## src/rtl/rtc_edit_pkg.sv

```systemverilog
// Shared types and defaults for the RTC field editor.
// Holds the session state type, default field layout and the field adjust rule.
package rtc_edit_pkg;

    typedef enum logic [1:0] {
        IDLE   = 2'd0,
        EDIT   = 2'd1,
        COMMIT = 2'd2,
        DONE   = 2'd3
    } state_t;

    localparam int N_FIELDS_D = 6;
    localparam int VAL_W_D    = 7;
    localparam int IDX_W_D    = 3;

    localparam int SEC_IDX    = 0;
    localparam int MIN_IDX    = 1;
    localparam int HOUR_IDX_D = 2;
    localparam int DAY_IDX    = 3;
    localparam int MON_IDX    = 4;
    localparam int YEAR_IDX   = 5;

    localparam logic [5:0] MIN_ONE_MASK_D = 6'b011000;
    localparam int         TIMEOUT_TK_D   = 10;

    localparam int PB_W     = 5;
    localparam int PB_LEFT  = 0;
    localparam int PB_RIGHT = 1;
    localparam int PB_UP    = 2;
    localparam int PB_DOWN  = 3;
    localparam int PB_PROG  = 4;

    localparam int ADJ_W = 16;

    // Up wraps max -> min; down wraps min -> max and pulls any
    // out-of-range value (e.g. after a 12/24 h switch) back to max.
    function automatic logic [ADJ_W-1:0] fld_adjust(
        input logic [ADJ_W-1:0] v,
        input logic [ADJ_W-1:0] mn,
        input logic [ADJ_W-1:0] mx,
        input logic             up,
        input logic             dn
    );
        logic [ADJ_W-1:0] r;
        r = v;
        if (up && !dn)
            r = (v >= mx) ? mn : v + ADJ_W'(1);
        else if (dn && !up)
            r = (v <= mn || v > mx) ? mx : v - ADJ_W'(1);
        return r;
    endfunction

endpackage

```

## src/rtl/pb_edge_det.sv

```systemverilog
// Rising-edge press detector for the debounced push-button levels.
// Ports: clk, reset (async high), pb levels in, press pulses out.
module pb_edge_det
    import rtc_edit_pkg::*;
#(
    parameter int W = PB_W
) (
    input  logic         clk,
    input  logic         reset,
    input  logic [W-1:0] pb,
    output logic [W-1:0] press
);

    logic [W-1:0] hist;

    // History resets high so a button held through reset is not a press.
    always_ff @(posedge clk or posedge reset) begin
        if (reset)
            hist <= '1;
        else
            hist <= pb;
    end

    assign press = pb & ~hist;

endmodule

```

## src/rtl/rtc_field_editor.sv

```systemverilog
// Edit session controller for N time/date fields of an RTC.
// Ports: clk/reset, start, push-buttons, mode_12h, timeout_tick,
// load_data/max_bus in; busy, cursor, edit_data, wr_*, done, aborted out.
module rtc_field_editor
    import rtc_edit_pkg::*;
#(
    parameter int                    N_FIELDS     = N_FIELDS_D,
    parameter int                    VAL_W        = VAL_W_D,
    parameter int                    IDX_W        = IDX_W_D,
    parameter int                    HOUR_IDX     = HOUR_IDX_D,
    parameter logic [N_FIELDS-1:0]   MIN_ONE_MASK = MIN_ONE_MASK_D,
    parameter int                    TIMEOUT_TK   = TIMEOUT_TK_D
) (
    input  logic                      clk,
    input  logic                      reset,
    input  logic                      start,
    input  logic                      pb_left,
    input  logic                      pb_right,
    input  logic                      pb_up,
    input  logic                      pb_down,
    input  logic                      pb_program,
    input  logic                      mode_12h,
    input  logic                      timeout_tick,
    input  logic [N_FIELDS*VAL_W-1:0] load_data,
    input  logic [N_FIELDS*VAL_W-1:0] max_bus,
    output logic                      busy,
    output logic [IDX_W-1:0]          cursor,
    output logic [N_FIELDS*VAL_W-1:0] edit_data,
    output logic                      wr_en,
    output logic [IDX_W-1:0]          wr_addr,
    output logic [VAL_W-1:0]          wr_data,
    output logic                      done,
    output logic                      aborted
);

    localparam int TMR_W = $clog2(TIMEOUT_TK + 1);
    localparam logic [IDX_W-1:0] LAST = IDX_W'(N_FIELDS - 1);

    state_t             state;
    logic [VAL_W-1:0]   fld [N_FIELDS];
    logic [VAL_W-1:0]   mx  [N_FIELDS];
    logic [IDX_W-1:0]   k;
    logic [TMR_W-1:0]   timer;
    logic [PB_W-1:0]    press;
    logic [VAL_W-1:0]   lo;
    logic [VAL_W-1:0]   hi;
    logic [VAL_W-1:0]   nxt;
    logic               lr_act;
    logic               ud_act;

    pb_edge_det #(.W(PB_W)) u_pb (
        .clk   (clk),
        .reset (reset),
        .pb    ({pb_program, pb_down, pb_up, pb_right, pb_left}),
        .press (press)
    );

    for (genvar g = 0; g < N_FIELDS; g++) begin : g_fld
        assign edit_data[g*VAL_W +: VAL_W] = fld[g];
        assign mx[g] = max_bus[g*VAL_W +: VAL_W];
    end

    assign lr_act = press[PB_LEFT] | press[PB_RIGHT];
    assign ud_act = press[PB_UP]   | press[PB_DOWN];

    // Limits of the field under the cursor; 12 h mode overrides the hour.
    always_comb begin
        lo = VAL_W'(MIN_ONE_MASK[cursor]);
        hi = mx[cursor];
        if (mode_12h && cursor == IDX_W'(HOUR_IDX)) begin
            lo = VAL_W'(1);
            hi = VAL_W'(12);
        end
        nxt = VAL_W'(fld_adjust(ADJ_W'(fld[cursor]), ADJ_W'(lo),
                                ADJ_W'(hi), press[PB_UP],
                                press[PB_DOWN]));
    end

    assign busy    = (state == EDIT) || (state == COMMIT);
    assign wr_en   = (state == COMMIT);
    assign wr_addr = wr_en ? k : '0;
    assign wr_data = wr_en ? fld[k] : '0;
    assign done    = (state == DONE);

    always_ff @(posedge clk or posedge reset) begin
        if (reset) begin
            state   <= IDLE;
            cursor  <= '0;
            k       <= '0;
            timer   <= '0;
            aborted <= 1'b0;
            for (int i = 0; i < N_FIELDS; i++)
                fld[i] <= '0;
        end else begin
            aborted <= 1'b0;
            unique case (state)
                IDLE: begin
                    if (start) begin
                        for (int i = 0; i < N_FIELDS; i++)
                            fld[i] <= load_data[i*VAL_W +: VAL_W];
                        cursor <= '0;
                        timer  <= '0;
                        state  <= EDIT;
                    end
                end
                EDIT: begin
                    if (press[PB_PROG]) begin
                        k     <= '0;
                        timer <= '0;
                        state <= COMMIT;
                    end else if (lr_act) begin
                        timer <= '0;
                        if (press[PB_LEFT] && !press[PB_RIGHT])
                            cursor <= (cursor == LAST) ? '0 : cursor + IDX_W'(1);
                        else if (press[PB_RIGHT] && !press[PB_LEFT])
                            cursor <= (cursor == '0) ? LAST : cursor - IDX_W'(1);
                    end else if (ud_act) begin
                        timer       <= '0;
                        fld[cursor] <= nxt;
                    end else if (timeout_tick) begin
                        if (timer == TMR_W'(TIMEOUT_TK - 1)) begin
                            timer   <= '0;
                            aborted <= 1'b1;
                            state   <= IDLE;
                        end else begin
                            timer <= timer + TMR_W'(1);
                        end
                    end
                end
                COMMIT: begin
                    if (k == LAST)
                        state <= DONE;
                    else
                        k <= k + IDX_W'(1);
                end
                DONE: state <= IDLE;
                default: state <= IDLE;
            endcase
        end
    end

endmodule

```

## config.mk

```make
export PLATFORM = sky130hd
export DESIGN_NAME = rtc_field_editor
export DESIGN_NICKNAME = d
export VERILOG_FILES = /design/src/rtl/rtc_edit_pkg.sv /design/src/rtl/pb_edge_det.sv /design/src/rtl/rtc_field_editor.sv
export SDC_FILE = /design/constraint.sdc
export NUM_CORES = 1
export LEC_CHECK = 0
export ABC_AREA = 1
export CAP_MARGIN = 20
export CORE_MARGIN = 10
export CORE_UTILIZATION = 49
export CTS_CLUSTER_DIAMETER = 30
export DETAILED_ROUTE_END_ITERATION = 8
export PLACE_DENSITY_LB_ADDON = 0.3
export SKIP_LAST_GASP = 1
export SLEW_MARGIN = 20
export SYNTH_ARGS = -nofsm -noshare
export SYNTH_HDL_FRONTEND = slang
export SYNTH_SLANG_ARGS = --single-unit
```

## constraint.sdc

```tcl
create_clock -name clk -period 4 [get_ports clk]
set_input_delay 1 -clock clk [delete_from_list [all_inputs] [get_ports clk]]
set_output_delay 1 -clock clk [all_outputs]
set_load 0.01 [all_outputs]
```

Word-level counts from Yosys, hierarchy flattened. Memories as Yosys holds them, arrays and structs flattened. Index checks and enable logic that the tools add are counted.

Register bits after elaboration: 60. Word-level logic and storage cells: 132. Memories: 1. Memory bits (read-only): 8.

Reductions and logical operators: 21. Bitwise logic cells: 6. Equal/unequal tests: 21. Add/subtract/negate cells: 6. Order comparisons: 7. Mux-type cells: 58.

Memories: (name not given) (depth 8, width 1, read ports 1, clocked after memory_dff 0, wr ports 0, RTL line rtc_field_editor.sv:68) `lo = VAL_W'(MIN_ONE_MASK[cursor]);`.

Operators by type and width (number): 42-bit two-way mux (4); 7-bit two-way mux (13); 42-bit case mux with 2 select lines (1); 7-bit binary-select mux with 3-bit select (3); 42-bit bitwise mux (1); 3-bit two-way mux (10); 4-bit two-way mux (6); 7-bit demux with 3-bit select (1); 2-bit two-way mux (7); 2-bit != test (second input constant) (7); 3-bit case mux with 2 select lines (2); 5-bit AND reduction (2); 3-bit != test (second input constant) (3); 4-bit greater-or-equal comparator (second input constant) (2); 1-bit two-way mux (8); 3-bit inverter with 4-bit output (2); 2-bit case mux with 4 select lines (1); 4-bit case mux with 2 select lines (1); 7-bit by 1-bit adder with 7-bit output (second input constant) (1); 7-bit greater-or-equal comparator (1); 7-bit > comparator (1); 7-bit less-or-equal comparator (1); 7-bit by 1-bit subtractor with 7-bit output (second input constant) (1); 3-bit by 1-bit adder with 3-bit output (second input constant) (2); 24 further kinds (38).

Longest topological paths before layout. Gate-level depths: netlist (run 1).

Depth in word-level cells: 15. Depth in mapped cells: 25.

Modules after synthesis. Synthesis (run 1) repeated with hierarchy kept, for this count alone.

Cell total of the unflattened synthesis: 786. Area total of the unflattened synthesis: 5144.9 um^2.

Modules (own cells, without submodules): rtc_field_editor (times used 1, sequential area each 1376.3 um^2, cells each 770, area an instance 4959.8 um^2); pb_edge_det (times used 1, sequential area each 131.4 um^2, cells each 16, area an instance 185.2 um^2).

Worst setup path after synthesis (run 1). No wires, ideal clock.

Path type: reg2reg. Start: register cursor[0]. End: register fld, in the netlist edit_data[14]. Setup time: 0.082 ns. Data required time: 3.918 ns. Data arrival time: 2.850 ns. Period minus slack after synthesis: 2.933 ns. Stages on the path, launching flop included: 21. Path buffers: 2. Slack: 1.067 ns. Cells stage by stage: dfrtp_1 -> buf_6 -> buf_12 -> nor2_2 -> inv_2 -> nor2_1 -> nand2_1 -> inv_2 -> nor3_1 -> ha_1 -> a21oi_1 -> o21ai_0 -> nand2_1 -> nand2_1 -> nand2_1 -> inv_1 -> nor2_4 -> o21ai_1 -> o21ai_4 -> nand2_1 -> a22oi_2.

Longest elaborated chain between the ends: 15. Elaborated cells on any way between the ends: 33.

RTL lines: from (decl) (RTL line rtc_field_editor.sv:27) `output logic [IDX_W-1:0] cursor,`; from (signal assigned) (RTL line rtc_field_editor.sv:114) `cursor <= (cursor == LAST) ? '0 : cursor + IDX_W'(1);`; from (signal assigned) (RTL line rtc_field_editor.sv:116) `cursor <= (cursor == '0) ? LAST : cursor - IDX_W'(1);`; 3-bit inverter with 4-bit output (not written as such) (RTL line rtc_field_editor.sv:69, rtc_field_editor.sv:74, rtc_field_editor.sv:119); 7-bit binary-select mux with 3-bit select (RTL line rtc_field_editor.sv:69) `hi = mx[cursor];`; 7-bit two-way mux (not written as such) (2 in series) (RTL line rtc_field_editor.sv:69); 7-bit two-way mux (RTL line rtc_field_editor.sv:70) `if (mode_12h && cursor == IDX_W'(HOUR_IDX)) begin`; 7-bit > comparator (RTL line rtc_edit_pkg.sv:49) `r = (v <= mn || v > mx) ? mx : v - ADJ_W'(1);`; 1-bit logical OR (RTL line rtc_edit_pkg.sv:49); 7-bit two-way mux (RTL line rtc_edit_pkg.sv:49); 7-bit two-way mux (RTL line rtc_edit_pkg.sv:48) `else if (dn && !up)`; 7-bit two-way mux (RTL line rtc_edit_pkg.sv:46) `if (up && !dn)`; 42-bit bitwise mux (*) (RTL line rtc_field_editor.sv:119) `fld[cursor] <= nxt;`; 42-bit two-way mux (*) (RTL line rtc_field_editor.sv:117) `end else if (ud_act) begin`; 42-bit two-way mux (*) (RTL line rtc_field_editor.sv:111) `end else if (lr_act) begin`; 42-bit two-way mux (*) (RTL line rtc_field_editor.sv:107) `if (press[PB_PROG]) begin`; 42-bit case mux with 2 select lines (*) (RTL line rtc_field_editor.sv:96) `unique case (state)`; to (signal, indexed assignment) (RTL line rtc_field_editor.sv:100) `fld[i] <= load_data[i*VAL_W +: VAL_W];`; to (signal, indexed assignment) (RTL line rtc_field_editor.sv:119); to (decl) (RTL line rtc_field_editor.sv:40) `logic [VAL_W-1:0] fld [N_FIELDS];`.

Every way passes the cells marked *; elsewhere a longest branch is shown, timed or not. The select of a mux whose other input is x is not followed. A chain may end at the register's enable or synchronous reset.

Worst setup path after layout (run 1).
Start: register k[1]. End: output wr_data[6].

Longest elaborated chain between the ends: 5.

RTL lines: from (decl) (RTL line rtc_field_editor.sv:42) `logic [IDX_W-1:0] k;`; from (signal assigned) (RTL line rtc_field_editor.sv:134) `k <= k + IDX_W'(1);`; 3-bit inverter with 4-bit output (not written as such) (RTL line rtc_field_editor.sv:82) `assign wr_data = wr_en ? fld[k] : '0;`; 7-bit binary-select mux with 3-bit select (RTL line rtc_field_editor.sv:82); 7-bit two-way mux (not written as such) (2 in series) (RTL line rtc_field_editor.sv:82); 7-bit two-way mux (RTL line rtc_field_editor.sv:82); to (decl) (RTL line rtc_field_editor.sv:31) `output logic [VAL_W-1:0] wr_data,`.

Every way passes these cells. The select of a mux whose other input is x is not followed.

==> results of run 1 <==
==> synth_stat cells, types with 4 or more instances <==
master | count | area share
clkbuf_1 | 18 | 0.013
a21oi_2 | 11 | 0.018
inv_1 | 102 | 0.072
nand3_1 | 17 | 0.016
nand2_1 | 232 | 0.16
nand2_2 | 18 | 0.021
a21boi_1 | 6 | 0.0085
inv_2 | 9 | 0.0064
nor2_2 | 4 | 0.0047
a21oi_1 | 98 | 0.093
nand2_4 | 6 | 0.013
a22oi_2 | 12 | 0.028
ha_1 | 20 | 0.047
nand4_1 | 5 | 0.0059
a22oi_1 | 24 | 0.034
nor3_1 | 11 | 0.010
o21ai_0 | 37 | 0.035
buf_6 | 7 | 0.015
dfrtp_1 | 55 | 0.26
dfstp_2 | 5 | 0.025
o211ai_1 | 8 | 0.011
nor2_1 | 30 | 0.021
==> flip-flops by register name, summed over array words and instances, names as in the netlist, named ones only <==
name       count
edit_data     42
u_pb.hist      5
timer          4
cursor         3
k              3
aborted        1
state          1
==> worst max path at each step <==
stage / startpoint / end
final: k[1] / wr_data[6]
after global routing: k[1] / wr_data[1]
after CTS: k[1] / wr_data[6]
after detailed placement: max_bus[2] / edit_data[14]
after global placement: max_bus[2] / edit_data[0]
after floorplan: max_bus[2] / edit_data[14]
==> report_power, final <==
part	switching, uW	leakage (uW)	internal (uW)	total, uW
clock network	283	0.0000999	307	591
logic	3080	0.00265	1940	5020
registers	299	0.000695	879	1180
==> routing by layer <==
| metal | vias up | part of all wire | routed length, um |
|---|---|---|---|
| li1 | 2858 | - | - |
| met1 | 2710 | 0.42 | 8000 |
| met2 | 287 | 0.44 | 8300 |
| met3 | 30 | 0.11 | 2160 |
| met4 | 0 | 0.019 | 366 |
| met5 | - | 0 | 0 |
==> stage by stage <==
stage / worst slack [ns] / area, um2 / utilization / cells
2_1_floorplan: 1.07 / 5290 / - / 777
3_3_place_gp: 0.247 / 6920 / 0.664 / 1052
3_5_place_dp: 0.121 / 6920 / 0.664 / 1052
4_1_cts: 0.355 / 7120 / 0.684 / 1068
5_1_grt: 0.170 / 7120 / 0.684 / 1068
6_report: 0.300 / 7120 / 0.684 / 1068
==> logic make-up after synthesis <==
| logic type | after synthesis |
|---|---|
| adder cells (fa/ha/maj) | 20 |
| AND/OR/NAND/NOR | 332 |
| flip-flops | 60 |
| XOR/XNOR | 3 |
| AO/OA/AOI/OAI | 219 |
| buffers and inverters | 143 |
==> cell type report <==
class,instances,share of cell area
Clock inverter,5,0.00843
Multi-Input combinational cell,574,0.445
Sequential cell,60,0.212
Timing Repair Buffer,168,0.230
Tap cell,136,0.0239
Clock buffer,11,0.0199
Inverter,114,0.0604
==> layout by cell type (no fill, tap or decap), types with 2 or more instances in the layout <==
cell type / n
a21oi_1: 98
nor2_2: 4
a22oi_1: 24
a22oi_2: 12
nand4_1: 5
dfrtp_1: 55
ha_1: 20
o31ai_1: 2
clkinv_1: 2
dfstp_2: 5
clkdlybuf4s50_1: 152
o21ai_0: 34
o21ai_1: 4
inv_2: 10
a31oi_1: 3
nor2_4: 2
a21oi_2: 11
xor2_1: 2
nand3b_1: 2
clkbuf_8: 10
o22ai_1: 3
nand2_2: 18
nor2_1: 30
nand2_4: 6
nand3_1: 17
a22o_1: 3
buf_4: 16
inv_1: 101
a21oi_4: 3
a21boi_1: 6
o211ai_1: 8
nor3_1: 11
nand2_1: 232
==> critical path, delay by kind of cell, from the launching register on <==
family	cells	cell delay [ns]
AO/OA/AOI/OAI	3	0.50
AND/OR/NAND/NOR	2	0.19
buffers and inverters	2	1.00
flip-flops	1	0.64
==> summary.md, run 1 <==
| Metric | Value |
|---|---|
| Routability cong. | 1.01 |
| Fill cells | 916 |
| Chip width | 124 um |
| CP Capture Type | output pin |
| Top FF cell, synth | dfrtp_1 |
| Synth warn | 0 |
| Power per Cell Area | 954 nW/um2 |
| Share of cells above drive strength 1 | 0.119 |
| Cell variety after synth | 51 |
| WHS Path Cells | 1 |
| Die area | 15,400 um2 |
| Max incr delay on CP | 0.64 ns |
| Inserted Clock Buffers | 9 |
| Post-synthesis compound-gate area fraction | 0.268 |
| Hold WC Path Type | flop to flop |
| Setup violations, final | 0 |
| Worst reg2reg path depth | 18 |
| Final hold vios | 0 |
| Mean Syn Cell Area | 6.81 um2 |
| Post-synthesis adder-cell area fraction | 0.0473 |
| Crit-path max FO | 11 |
| Fin crit share | 0.925 |
| Setup bufs post-CTS | 0 |
| Multi-input logic area | 3170 um2 |
| Final Max Slew Viols | 0 |
| Worst Tran Pin Value | 0.966 ns |
| Crit path DAT | 2.70 ns |
| Max Cap Viol | 0 |
| TNS Setup | 0 ns |
| Number of nets in the layout | 1,041 |
| Worst hold slack | 0.544 ns |
| Antenna violations before repair | 0 |
| M1 GR Usage | 0.324 |
| Met2 Use GR | 0.385 |
| Initial core utilization | 0.508 |
| Post-CTS sizing | 0 |
| Initial drt markers | 467 |
| Final setup skew | 0.0120 ns |
| Post-Syn Instances | 777 |
| Static Leakage | 0.00344 uW |
| Largest family of logic cells by synthesized area | simple AND/OR/NAND/NOR gates |
| Worst skew pair latency | 0.36 ns |
| Via/cell ratio | 5.51 |
| Post-synth EDFFs | 0 |
| Final min period | 3.70 ns |
| Startpoint types | flop |
| Clock tree sinks | 60 |
| Worst r2r src | cursor[2] |
| Area grow syn2layout | 34.6% |
| Post-CTS Hold Buffers | 0 |
| Hold Startpoint | timer[3] |
| Total Power | 6790 uW |
| Simple-gate share of the synthesized area | 0.279 |
| Root Buffer Master | clkbuf_8 |
| Critical path class | flop to output pin |
| R2r setup slk | 0.52 ns |
| Clock slew seen by the registers of the worst setup and hold paths | 0.08 ns |
| CTS H-tree lvls | 3 |
| Most used routing layer | met2 |
| # port buffers | 152 |
| Max IR drop VDD | 0.473 mV |
| Drt first pass iters | 5 |
| Synthesis-stage register bit count | 60 |
| Mux share of post-synthesis cell area | 0 |
| RSZ-0062 raised after global routing | false |
| Routed length per instance | 17.6 um |
| Worst Path Required | 3.00 ns |
| Largest net degree at the start of global routing | 61 |
| Post-DP HPWL | 14.2 mm |
| Top Ports | 153 |
| Remaining Overflow, GRT | 0 |
| CTS tree | yes |
| Row cnt | 37 |
| Tot GR Track Use | 0.248 |
| Synth async-reset ratio | 1.00 |
| Sequential area share after synthesis | 0.285 |
| # diodes | 0 |
| RR Endpoint | edit_data[6] |
| Die Ht | 124 um |
| Rel. slew slack | 0.351 |
| CORE AREA | 10,400 um2 |
| Vias in the first global route | 5,717 |
| # DRC | 0 |
| Mapped Area | 5290 um2 |
| Critical path's slowest cell | dfrtp_1 |
| Routed WL | 18.8 mm |
| Final ANT Viol Nets | 0 |
| Register area | 1510 um2 |
| GRT met3 Usage | 0.0778 |
| Syn Nets | 891 |
| Status | complete, no violations |
| Synth Area in XOR/XNOR | 0.00497 |
| Fmax | 270 MHz |
| First-pass GRT wire length | 30.1 mm |
| WHS Endpoint | timer[3] |
| Via count | 5,885 |
| CTS max path bufs | 2 |
| Crit-path cells | clkinv_1 > a21oi_1 > o21ai_0 > nand2_1 > nand2_1 > a21oi_1 > clkdlybuf4s50_1 |
No activity file was read; power rests on OpenSTA's default activity.
==> inputs of run 2 (changes only) <==
--- a/config.mk
+++ b/config.mk
@@ -9,6 +9,7 @@
 export CAP_MARGIN = 20
 export CORE_MARGIN = 10
 export CORE_UTILIZATION = 49
+export CTS_BUF_LIST = sky130_fd_sc_hd__clkbuf_8 sky130_fd_sc_hd__clkbuf_16
 export CTS_CLUSTER_DIAMETER = 30
 export DETAILED_ROUTE_END_ITERATION = 8
 export PLACE_DENSITY_LB_ADDON = 0.3
==> run 2 against run 1 <==
Compared with the run above:
- setup slack worse by 0.0067 ns
- global-route usage stayed put
- clock power hardly changed
- combinational power hardly changed
- register-to-register slack hardly changed
- core utilization stayed put
- clock skew is 0.0018 ns higher
- via count hardly changed
- first-iteration DRC count stayed put
- critical endpoint unchanged
- largest cell class unchanged
==> summary.md, run 2 (synthesized netlist as in run 1, its figures left out) <==
| Metric | Value |
|---|---|
| Status | complete, no violations (unchanged) |
| Number of nets in the layout | 1,041 (unchanged) |
| TNS Setup | 0 ns (unchanged) |
| RSZ-0062 raised after global routing | false (unchanged) |
| Fin crit share | 0.927 (was 0.925) |
| Post-DP HPWL | 14.2 mm (unchanged) |
| Clock tree sinks | 60 (unchanged) |
| Die area | 15,400 um2 (unchanged) |
| # diodes | 0 (unchanged) |
| Rel. slew slack | 0.338 (was 0.351) |
| Crit path DAT | 2.71 ns (was 2.70 ns) |
| CTS max path bufs | 2 (unchanged) |
| Post-layout util | 0.684 (unchanged) |
| Vias in the first global route | 5,717 (unchanged) |
| Hold WC Path Type | flop to flop (unchanged) |
| Routed WL | 18.8 mm (about the same) |
| Worst skew pair latency | 0.37 ns (was 0.36 ns) |
| Remaining Overflow, GRT | 0 (unchanged) |
| Share of cells above drive strength 1 | 0.119 (unchanged) |
| Crit-path cells | clkinv_1 > a21oi_1 > o21ai_0 > nand2_1 > nand2_1 > a21oi_1 > clkdlybuf4s50_1 (unchanged) |
| Initial drt markers | 467 (unchanged) |
| Drt first pass iters | 5 (unchanged) |
| Final Cell Area | 7120 um2 (unchanged) |
| Final ANT Viol Nets | 0 (unchanged) |
| Die Ht | 124 um (unchanged) |
| Area grow syn2layout | 34.6% (unchanged) |
| CP bufs+invs | 2 (unchanged) |
| Net Sw Power | 3670 uW (about the same) |
| Routability cong. | 1.01 (unchanged) |
| Chip width | 124 um (unchanged) |
| CP top delay family | buffers and inverters (unchanged) |
| Via/cell ratio | 5.51 (about the same) |
| Post-Place Cells | 1,052 (unchanged) |
| Most frequent cells in the layout | nand2_1 (232), clkdlybuf4s50_1 (152), inv_1 (102), a21oi_1 (98), dfrtp_1 (55) (was nand2_1 (232), clkdlybuf4s50_1 (152), inv_1 (101), a21oi_1 (98), dfrtp_1 (55)) |
| Inserted Clock Buffers | 9 (unchanged) |
| Switching share of power | 0.540 (about the same) |
| Crit-path max FO | 11 (unchanged) |
| # DRC | 0 (unchanged) |
| Largest net degree at the start of global routing | 61 (unchanged) |
| Combinational share of power | 0.740 (about the same) |
| CORE AREA | 10,400 um2 (unchanged) |
| Clk pwr share | 0.087 (about the same) |
| Pint | 3130 uW (about the same) |
| Largest register FFs | 42 (unchanged) |
| Final Max Slew Viols | 0 (unchanged) |
| Via count | 5,890 (was 5,885) |
| Tot GR Track Use | 0.248 (unchanged) |
| CP Capture Type | output pin (unchanged) |
| Startpoint types | flop (unchanged) |
| Worst hold slack | 0.544 ns (about the same) |
| Final min period | 3.71 ns (was 3.70 ns) |
| Most common cell after layout, fill and taps aside | nand2_1 (unchanged) |
| Clock slew seen by the registers of the worst setup and hold paths | 0.08 ns (about the same) |
| Top Ports | 153 (unchanged) |
| Critical path's slowest cell | dfrtp_1 (unchanged) |
| Critical path class | flop to output pin (unchanged) |
| Fmax | 270 MHz (about the same) |
| Routed length per instance | 17.6 um (about the same) |
| Placed Area | 6920 um2 (unchanged) |
| Layout Cells excl Fill | 1,068 (unchanged) |
| # port buffers | 152 (unchanged) |
| Row cnt | 37 (unchanged) |
| Setup bufs post-CTS | 0 (unchanged) |
| Root Buffer Master | clkbuf_8 (unchanged) |
| Worst Tran Pin Value | 0.985 ns (was 0.966 ns) |
| Antenna violations before repair | 0 (unchanged) |
| Max incr delay on CP | 0.65 ns (was 0.64 ns) |
| Worst Path Required | 3.00 ns (about the same) |
| Final setup skew | 0.0138 ns (was 0.0120 ns) |
| CTS tree | yes (unchanged) |
| Power per Cell Area | 954 nW/um2 (about the same) |
| First-pass GRT wire length | 30.1 mm (unchanged) |
| Max Cap Viol | 0 (unchanged) |
| Initial core utilization | 0.508 (unchanged) |
| Static Leakage | 0.00345 uW (was 0.00344 uW) |
| Flop pwr share | 0.173 (about the same) |
| Max IR drop VDD | 0.473 mV (about the same) |
| CTS H-tree lvls | 3 (unchanged) |
| Post-CTS Hold Buffers | 0 (unchanged) |
| Setup violations, final | 0 (unchanged) |
| Post-CTS sizing | 0 (unchanged) |
| Final hold vios | 0 (unchanged) |
-- run 2: cell types whose count changed in the layout (fill, tap and decap cells not counted), sizes merged --
cell and delta:
inv +1, clkbuf -1
-- run 2: layout make-up --
| type | instances | area (um2) |
|---|---|---|
| fill | 916 | 3290 |
| multi-input combinational | 574 | 3170 |
| timing repair buffer | 168 | 1640 |
| sequential | 60 | 1510 |
| inverter | 114 | 430 |
| tap | 136 | 170 |
| clock buffer | 10 | 138 |
| clock inverter | 6 | 63.8 |
-- run 2: worst register-to-register path, stage by stage (launching register included) --
cell and delay [ns]:
dfrtp_1 0.75, inv_2 0.15, nor2_8 0.32, a22oi_1 0.17
a21oi_1 0.24, inv_1 0.07, ha_1 0.31, a21oi_1 0.16
o21a_1 0.13, nand2_1 0.06, nand2_1 0.15, inv_1 0.10
nor2_4 0.18, nand2_1 0.08, nand3_1 0.07, nand2_1 0.08
nand2_2 0.17, nand2_1 0.09, a21oi_2 0.15
-- run 2: per-stage QoR --
step	power [uW]	setup slack (ns)
6_report	6790	0.293
5_1_grt	7400	0.170
4_1_cts	6740	0.355
3_5_place_dp	6120	0.121
3_3_place_gp	6060	0.247
2_1_floorplan	4470	1.07
-- run 2: path summary, 6_finish.rpt --
path	start	to	slack (ns)	cells after the start
hold / removal	timer[3]	timer[3]	0.54	1
setup reg to reg	cursor[2]	edit_data[6]	0.52	18
max in group asynchronous	reset	edit_data[5]	2.28	3
setup / recovery	k[1]	wr_data[6]	0.29	7
min in group asynchronous	reset	edit_data[23]	1.18	3
hold reg to reg	timer[3]	timer[3]	0.54	1
-- run 2: power groups by stage --
stage	registers, uW	clock network (uW)	logic, uW
finish	1180	589	5020
global route	1220	619	5560
CTS	1170	585	4980
detailed placement	1180	0	4940
global placement	1170	0	4890
floorplan	1190	0	3270
-- run 2: layer usage --
metal / vias to the layer above / part of all wire / GRT usage
li1: 2857 / - / -
met1: 2703 / 0.42 / 0.324
met2: 300 / 0.44 / 0.385
met3: 30 / 0.12 / 0.0778
met4: 0 / 0.019 / 0.0734
met5: - / 0 / 0
